==> src/rtl/rptr_ctrl_if.sv <==
// Pop request bundle for the FIFO read-side pointer controller.
// master drives r_en/r_num/clr_err; slave returns r_done/underflow.
interface rptr_ctrl_if #(
  parameter int PTR_WIDTH = 3
);
  logic                 r_en;
  logic [PTR_WIDTH:0]   r_num;
  logic                 clr_err;
  logic                 r_done;
  logic                 underflow;

  modport master (
    output r_en,
    output r_num,
    output clr_err,
    input  r_done,
    input  underflow
  );

  modport slave (
    input  r_en,
    input  r_num,
    input  clr_err,
    output r_done,
    output underflow
  );
endinterface

==> src/rtl/rptr_ctrl.sv <==
// Read-side pointer controller: binary/Gray read pointers, fill level,
// empty/almost-empty flags, multi-entry pops and sticky underflow.
// Ports: rclk, rrst (sync, active-high), pop (slave: r_en, r_num,
// clr_err, r_done, underflow), g_wptr_sync, b_rptr, g_rptr, rlevel,
// empty, almost_empty.
module rptr_ctrl #(
  parameter int PTR_WIDTH = 3,
  parameter int AE_LEVEL  = 1
) (
  input  logic               rclk,
  input  logic               rrst,
  rptr_ctrl_if.slave         pop,
  input  logic [PTR_WIDTH:0] g_wptr_sync,
  output logic [PTR_WIDTH:0] b_rptr,
  output logic [PTR_WIDTH:0] g_rptr,
  output logic [PTR_WIDTH:0] rlevel,
  output logic               empty,
  output logic               almost_empty
);

  localparam int PW = PTR_WIDTH;
  localparam logic [PW:0] AE_L = (PW+1)'(AE_LEVEL);

  logic [PW:0] wbin;
  logic [PW:0] b_next;
  logic [PW:0] g_next;
  logic [PW:0] lvl_next;
  logic        accept;
  logic        reject;

  // Each binary bit is the XOR of all Gray bits at or above it.
  always_comb begin
    wbin = '0;
    for (int i = 0; i <= PW; i++) begin
      wbin[i] = ^(g_wptr_sync >> i);
    end
  end

  // Judged against registered rlevel: the true level can only be
  // higher, since the write pointer never moves backwards.
  always_comb begin
    accept   = pop.r_en && (pop.r_num != '0)
               && (pop.r_num <= rlevel);
    reject   = pop.r_en && (pop.r_num > rlevel);
    b_next   = b_rptr + (accept ? pop.r_num : '0);
    g_next   = (b_next >> 1) ^ b_next;
    lvl_next = wbin - b_next;
  end

  always_ff @(posedge rclk) begin
    if (rrst) begin
      b_rptr        <= '0;
      g_rptr        <= '0;
      rlevel        <= '0;
      empty         <= 1'b1;
      almost_empty  <= 1'b1;
      pop.r_done    <= 1'b0;
      pop.underflow <= 1'b0;
    end else begin
      b_rptr       <= b_next;
      g_rptr       <= g_next;
      rlevel       <= lvl_next;
      empty        <= (lvl_next == '0);
      almost_empty <= (lvl_next <= AE_L);
      pop.r_done   <= accept;
      // Set has priority over clear.
      if (reject) begin
        pop.underflow <= 1'b1;
      end else if (pop.clr_err) begin
        pop.underflow <= 1'b0;
      end
    end
  end

endmodule
==> src/flat_wrapper.sv <==
// flat-port wrapper written by rule: the top's interface ports become plain ports
module rptr_ctrl_flat 
#(
  parameter int PTR_WIDTH = 3,
  parameter int AE_LEVEL  = 1
)
  (rclk, rrst, g_wptr_sync, b_rptr, g_rptr, rlevel, empty, almost_empty, pop_r_en, pop_r_num, pop_clr_err, pop_r_done, pop_underflow);
  rptr_ctrl_if #(.PTR_WIDTH(PTR_WIDTH)) pop_i ();
  input  logic rclk;
  input  logic rrst;
  input  logic [PTR_WIDTH:0] g_wptr_sync;
  output logic [PTR_WIDTH:0] b_rptr;
  output logic [PTR_WIDTH:0] g_rptr;
  output logic [PTR_WIDTH:0] rlevel;
  output logic empty;
  output logic almost_empty;
  input wire logic [$bits(pop_i.r_en)-1:0] pop_r_en;
  input wire logic [$bits(pop_i.r_num)-1:0] pop_r_num;
  input wire logic [$bits(pop_i.clr_err)-1:0] pop_clr_err;
  output wire logic [$bits(pop_i.r_done)-1:0] pop_r_done;
  output wire logic [$bits(pop_i.underflow)-1:0] pop_underflow;
  assign pop_i.r_en = pop_r_en;
  assign pop_i.r_num = pop_r_num;
  assign pop_i.clr_err = pop_clr_err;
  assign pop_r_done = pop_i.r_done;
  assign pop_underflow = pop_i.underflow;
  rptr_ctrl #(.PTR_WIDTH(PTR_WIDTH), .AE_LEVEL(AE_LEVEL)) u_core (.rclk(rclk), .rrst(rrst), .pop(pop_i), .g_wptr_sync(g_wptr_sync), .b_rptr(b_rptr), .g_rptr(g_rptr), .rlevel(rlevel), .empty(empty), .almost_empty(almost_empty));
endmodule
==> config.mk <==
export PLATFORM = sky130hd
export DESIGN_NAME = rptr_ctrl_flat
export DESIGN_NICKNAME = d
export VERILOG_FILES = /design/src/rtl/rptr_ctrl_if.sv /design/src/rtl/rptr_ctrl.sv /design/src/flat_wrapper.sv
export SDC_FILE = /design/constraint.sdc
export NUM_CORES = 1
export LEC_CHECK = 0
export CAP_MARGIN = 10
export CORE_MARGIN = 10
export CORE_UTILIZATION = 40
export CTS_CLUSTER_SIZE = 16
export DETAILED_ROUTE_END_ITERATION = 16
export HOLD_SLACK_MARGIN = 0.12
export PLACE_DENSITY = 0.76
export RECOVER_POWER = 100
export SLEW_MARGIN = 20
export SYNTH_ARGS = -nofsm -noshare
export SYNTH_HDL_FRONTEND = slang
export SYNTH_SLANG_ARGS = --single-unit
==> constraint.sdc <==
create_clock -name rclk -period 3.2 [get_ports rclk]
set_input_delay 0.48 -clock rclk [delete_from_list [all_inputs] [get_ports rclk]]
set_output_delay 0.48 -clock rclk [all_outputs]
set_load 0.005 [all_outputs]
==> flow_metrics.env <==
export IMPL_status="finished, final reports clean"
export IMPL_synth_avg_cell_area_um2=9.935
export IMPL_cp_data_arrival_time_ns=3.24
export IMPL_power_share_clock_pct=9.5
export IMPL_p_total_uw=1023
export IMPL_crit_fanout=3
export IMPL_path_class="flop to flop"
export IMPL_drc=0
export IMPL_pin_count=28
export IMPL_cpLargestDelayFamily="adder cells"
export IMPL_cts_tree="built"
export IMPL_grt_max_degree=16
export IMPL_grt_pass1_vias=831
export IMPL_slew_viol_final=0
export IMPL_cts_htree_levels=1
export IMPL_rsz0062_at_grt="no"
export IMPL_gr_total_overflow=0
export IMPL_synth_fp_nets=108
export IMPL_die_w_um=65.68
export IMPL_p_leak_uw=0.0006373
export IMPL_maxCapViolations=0
export IMPL_end_kind="flop"
export IMPL_die_h_um=65.68
export IMPL_numPortBuffers=27
export IMPL_grt_pass1_wl_mm=3.505
export IMPL_layout_common_cells="19 x buf_4, 16 x dlygate4sd3_1, 12 x dfxtp_1"
export IMPL_dp_slack_ns=-0.6172
export IMPL_netlist_area_um2=834.6
export IMPL_synth_seq_cells=15
export IMPL_dr_first_iter_drc_count=10
export IMPL_power_frac_seq_pct=27.7
export IMPL_fin_crit_ns=3.085
export IMPL_synth_edf_count=0
export IMPL_clockBufferDepth=2
export IMPL_startpoint_type="flop"
export IMPL_setup_tns_ns=0
export IMPL_design_die_area_mm2=0.004313
export IMPL_drive_gt1_share_pct=40.00
export IMPL_synthCells=84
export IMPL_cp_required_ns=3.36
export IMPL_ys_types=25
export IMPL_power_switching_uw=351.6
export IMPL_first_pass_iters=4
export IMPL_p_comb_share_pct=62.8
export IMPL_groute_usage_overall_pct=9.873
export IMPL_async_reset_ff_share_pct=0
export IMPL_wl_per_cell_um=12.32
export IMPL_synth_warnings=0
export IMPL_hold_violations=0
export IMPL_cts_sinks=15
export IMPL_dpl_hpwl_mm=1.744
export IMPL_timing_rr_start="u_core.rlevel[1]$_SDFF_PP0_"
export IMPL_cp_slowest_stage_delay_ns=0.56
export IMPL_layout_commonest_cell="buf_4"
export IMPL_nets=160
export IMPL_power_density_mw_per_mm2=735.4
export IMPL_antenna_found_initial=0
export IMPL_rows=16
export IMPL_numCtsBuffers=3
export IMPL_diodes=0
export IMPL_fin_cells=162
export IMPL_areaGrowthSynthToFinish_pct=66.72
export IMPL_routed_wl_mm=1.996
export IMPL_vias=745
export IMPL_slew_headroom_pct=66.40
export IMPL_via_per_inst=4.599
export IMPL_clkSlewWorstSetupHoldPaths_ns=0.07
export IMPL_ant_nets=0
export IMPL_coreArea_mm2=0.001982
export IMPL_finish_utilization_pct=70.20
export IMPL_gp_congestion=0.8551
export IMPL_fin_ws_ns=0.1149
export IMPL_worstSkewPairLatency_ns=0.26
export IMPL_p_int_uw=671.6
export IMPL_cp_cell_sequence="inv_2, ha_4, nor2b_4, o211ai_2, a21boi_2, nor3_2, ha_1, inv_2, fa_2, ha_4, a21o_1, a21oi_2, xnor2_2, xnor2_2, a31o_1"
export IMPL_hold_start="u_core.pop.underflow$_SDFFE_PP0P_"
export IMPL_crit_buf_inv=2
export IMPL_switching_share_pct=34.36
export IMPL_min_path_type="flop to flop"
export IMPL_cpMaxStageDelayCell="fa_2"
export IMPL_finClkSkew_ns=0.004602
export IMPL_min_period_over_period_pct=96.41
export IMPL_ir_worst_vdd_uv=536.3
export IMPL_synth_seq_area_share_pct=35.98
export IMPL_initial_core_util_pct=42.11
export IMPL_ys_dominant_reg_cell="dfxtp_1"
export IMPL_setup_worst_path_start="u_core.rlevel[1]$_SDFF_PP0_"
export IMPL_placedCellCount=154
export IMPL_max_freq_ghz=0.3241
export IMPL_worst_pin_slew_ns=0.5024
export IMPL_setup_viol=0
export IMPL_cts_root_buf="clkbuf_4"
cells by family (layout without fill, tap and decap cells):
group | after synthesis | count (layout) | synth area share, %
xor gates and xnor gates | 12 | 12 | 14.39
DFF | 15 | 15 | 35.98
and+or+nand+nor | 23 | 23 | 12.74
adders and majority gates | 12 | 12 | 19.79
AOI/OAI and AO/OA | 12 | 12 | 12.14
buffers and inverters | 10 | 61 | 4.948
area by class of cell:
cell class / instances / area (um^2)
Clock buffer: 4 / 26.28
Fill cell: 155 / 590.6
Inverter: 8 / 30.03
Multi-Input combinational cell: 59 / 593.1
Sequential cell: 15 / 304.0
Tap cell: 27 / 33.78
Timing Repair Buffer: 49 / 404.1
metal layers:
layer	vias to the layer above	global-route usage (%)	wire length, um
li1	375	-	-
met1	349	10.05	837
met2	19	18.60	1039
met3	2	2.034	88
met4	0	4.545	31
met5	-	0	0
sequential cells by signal, indices dropped and copies added (netlist names):
name and cells:
u_core.empty 1, u_core.almost_empty 1, u_core.rlevel 4, u_core.pop.underflow 1, u_core.g_rptr 4, u_core.pop.r_done 1, u_core.b_rptr 3
synthesized netlist by cell type (2+ instances only):
master   count  area (um^2)
nor2_1      12        45.04
ha_1        10        125.1
nand2_1      2        7.510
dfxtp_1     15        300.3
fa_1         2        40.04
xor2_1       4        35.03
xnor2_1      6        52.55
nor3_1       2        10.01
inv_1        8        30.03
nor2b_1      5        31.28
a21o_1       2        15.01
a21oi_1      3        15.01
power by group through the flow:
stage	registers, uW	clock network (uW)	logic [uW]
4_1_cts	282	101	668
5_1_grt	292	111	707
2_1_floorplan	290	0	327
6_report	284	97.2	642
3_3_place_gp	284	0	625
3_5_place_dp	287	0	638
stage by stage:
stage	hold slack (ns)	instance area, um^2
2_1_floorplan	0.5516	883.3
3_3_place_gp	0.6108	1311
3_5_place_dp	0.6024	1311
4_1_cts	0.6243	1395
5_1_grt	0.7031	1391
6_report	0.6641	1391
tightest hold or removal path: stages (launching register included):
cell and delay (ns):
dfxtp_1 0.32, nor2b_1 0.16, a21oi_1 0.07, nor2_1 0.08
final timing paths:
check,depth (start not counted),end,slack [ns]
setup reg to reg,15,u_core.empty$_SDFF_PP1_,0.11
hold reg to reg,3,u_core.pop.underflow$_SDFFE_PP0P_,0.66
hold / removal,3,u_core.pop.underflow$_SDFFE_PP0P_,0.66
setup / recovery,15,u_core.empty$_SDFF_PP1_,0.11
repair_timing:
action	4_1_cts	5_1_grt
gates resized for setup	9	18
hold buffers	0	0
setup endpoints to repair	5	4
buffers inserted	3	1
pin swaps	8	15
cloned	0	0
Power figures use the tool's default switching activity.
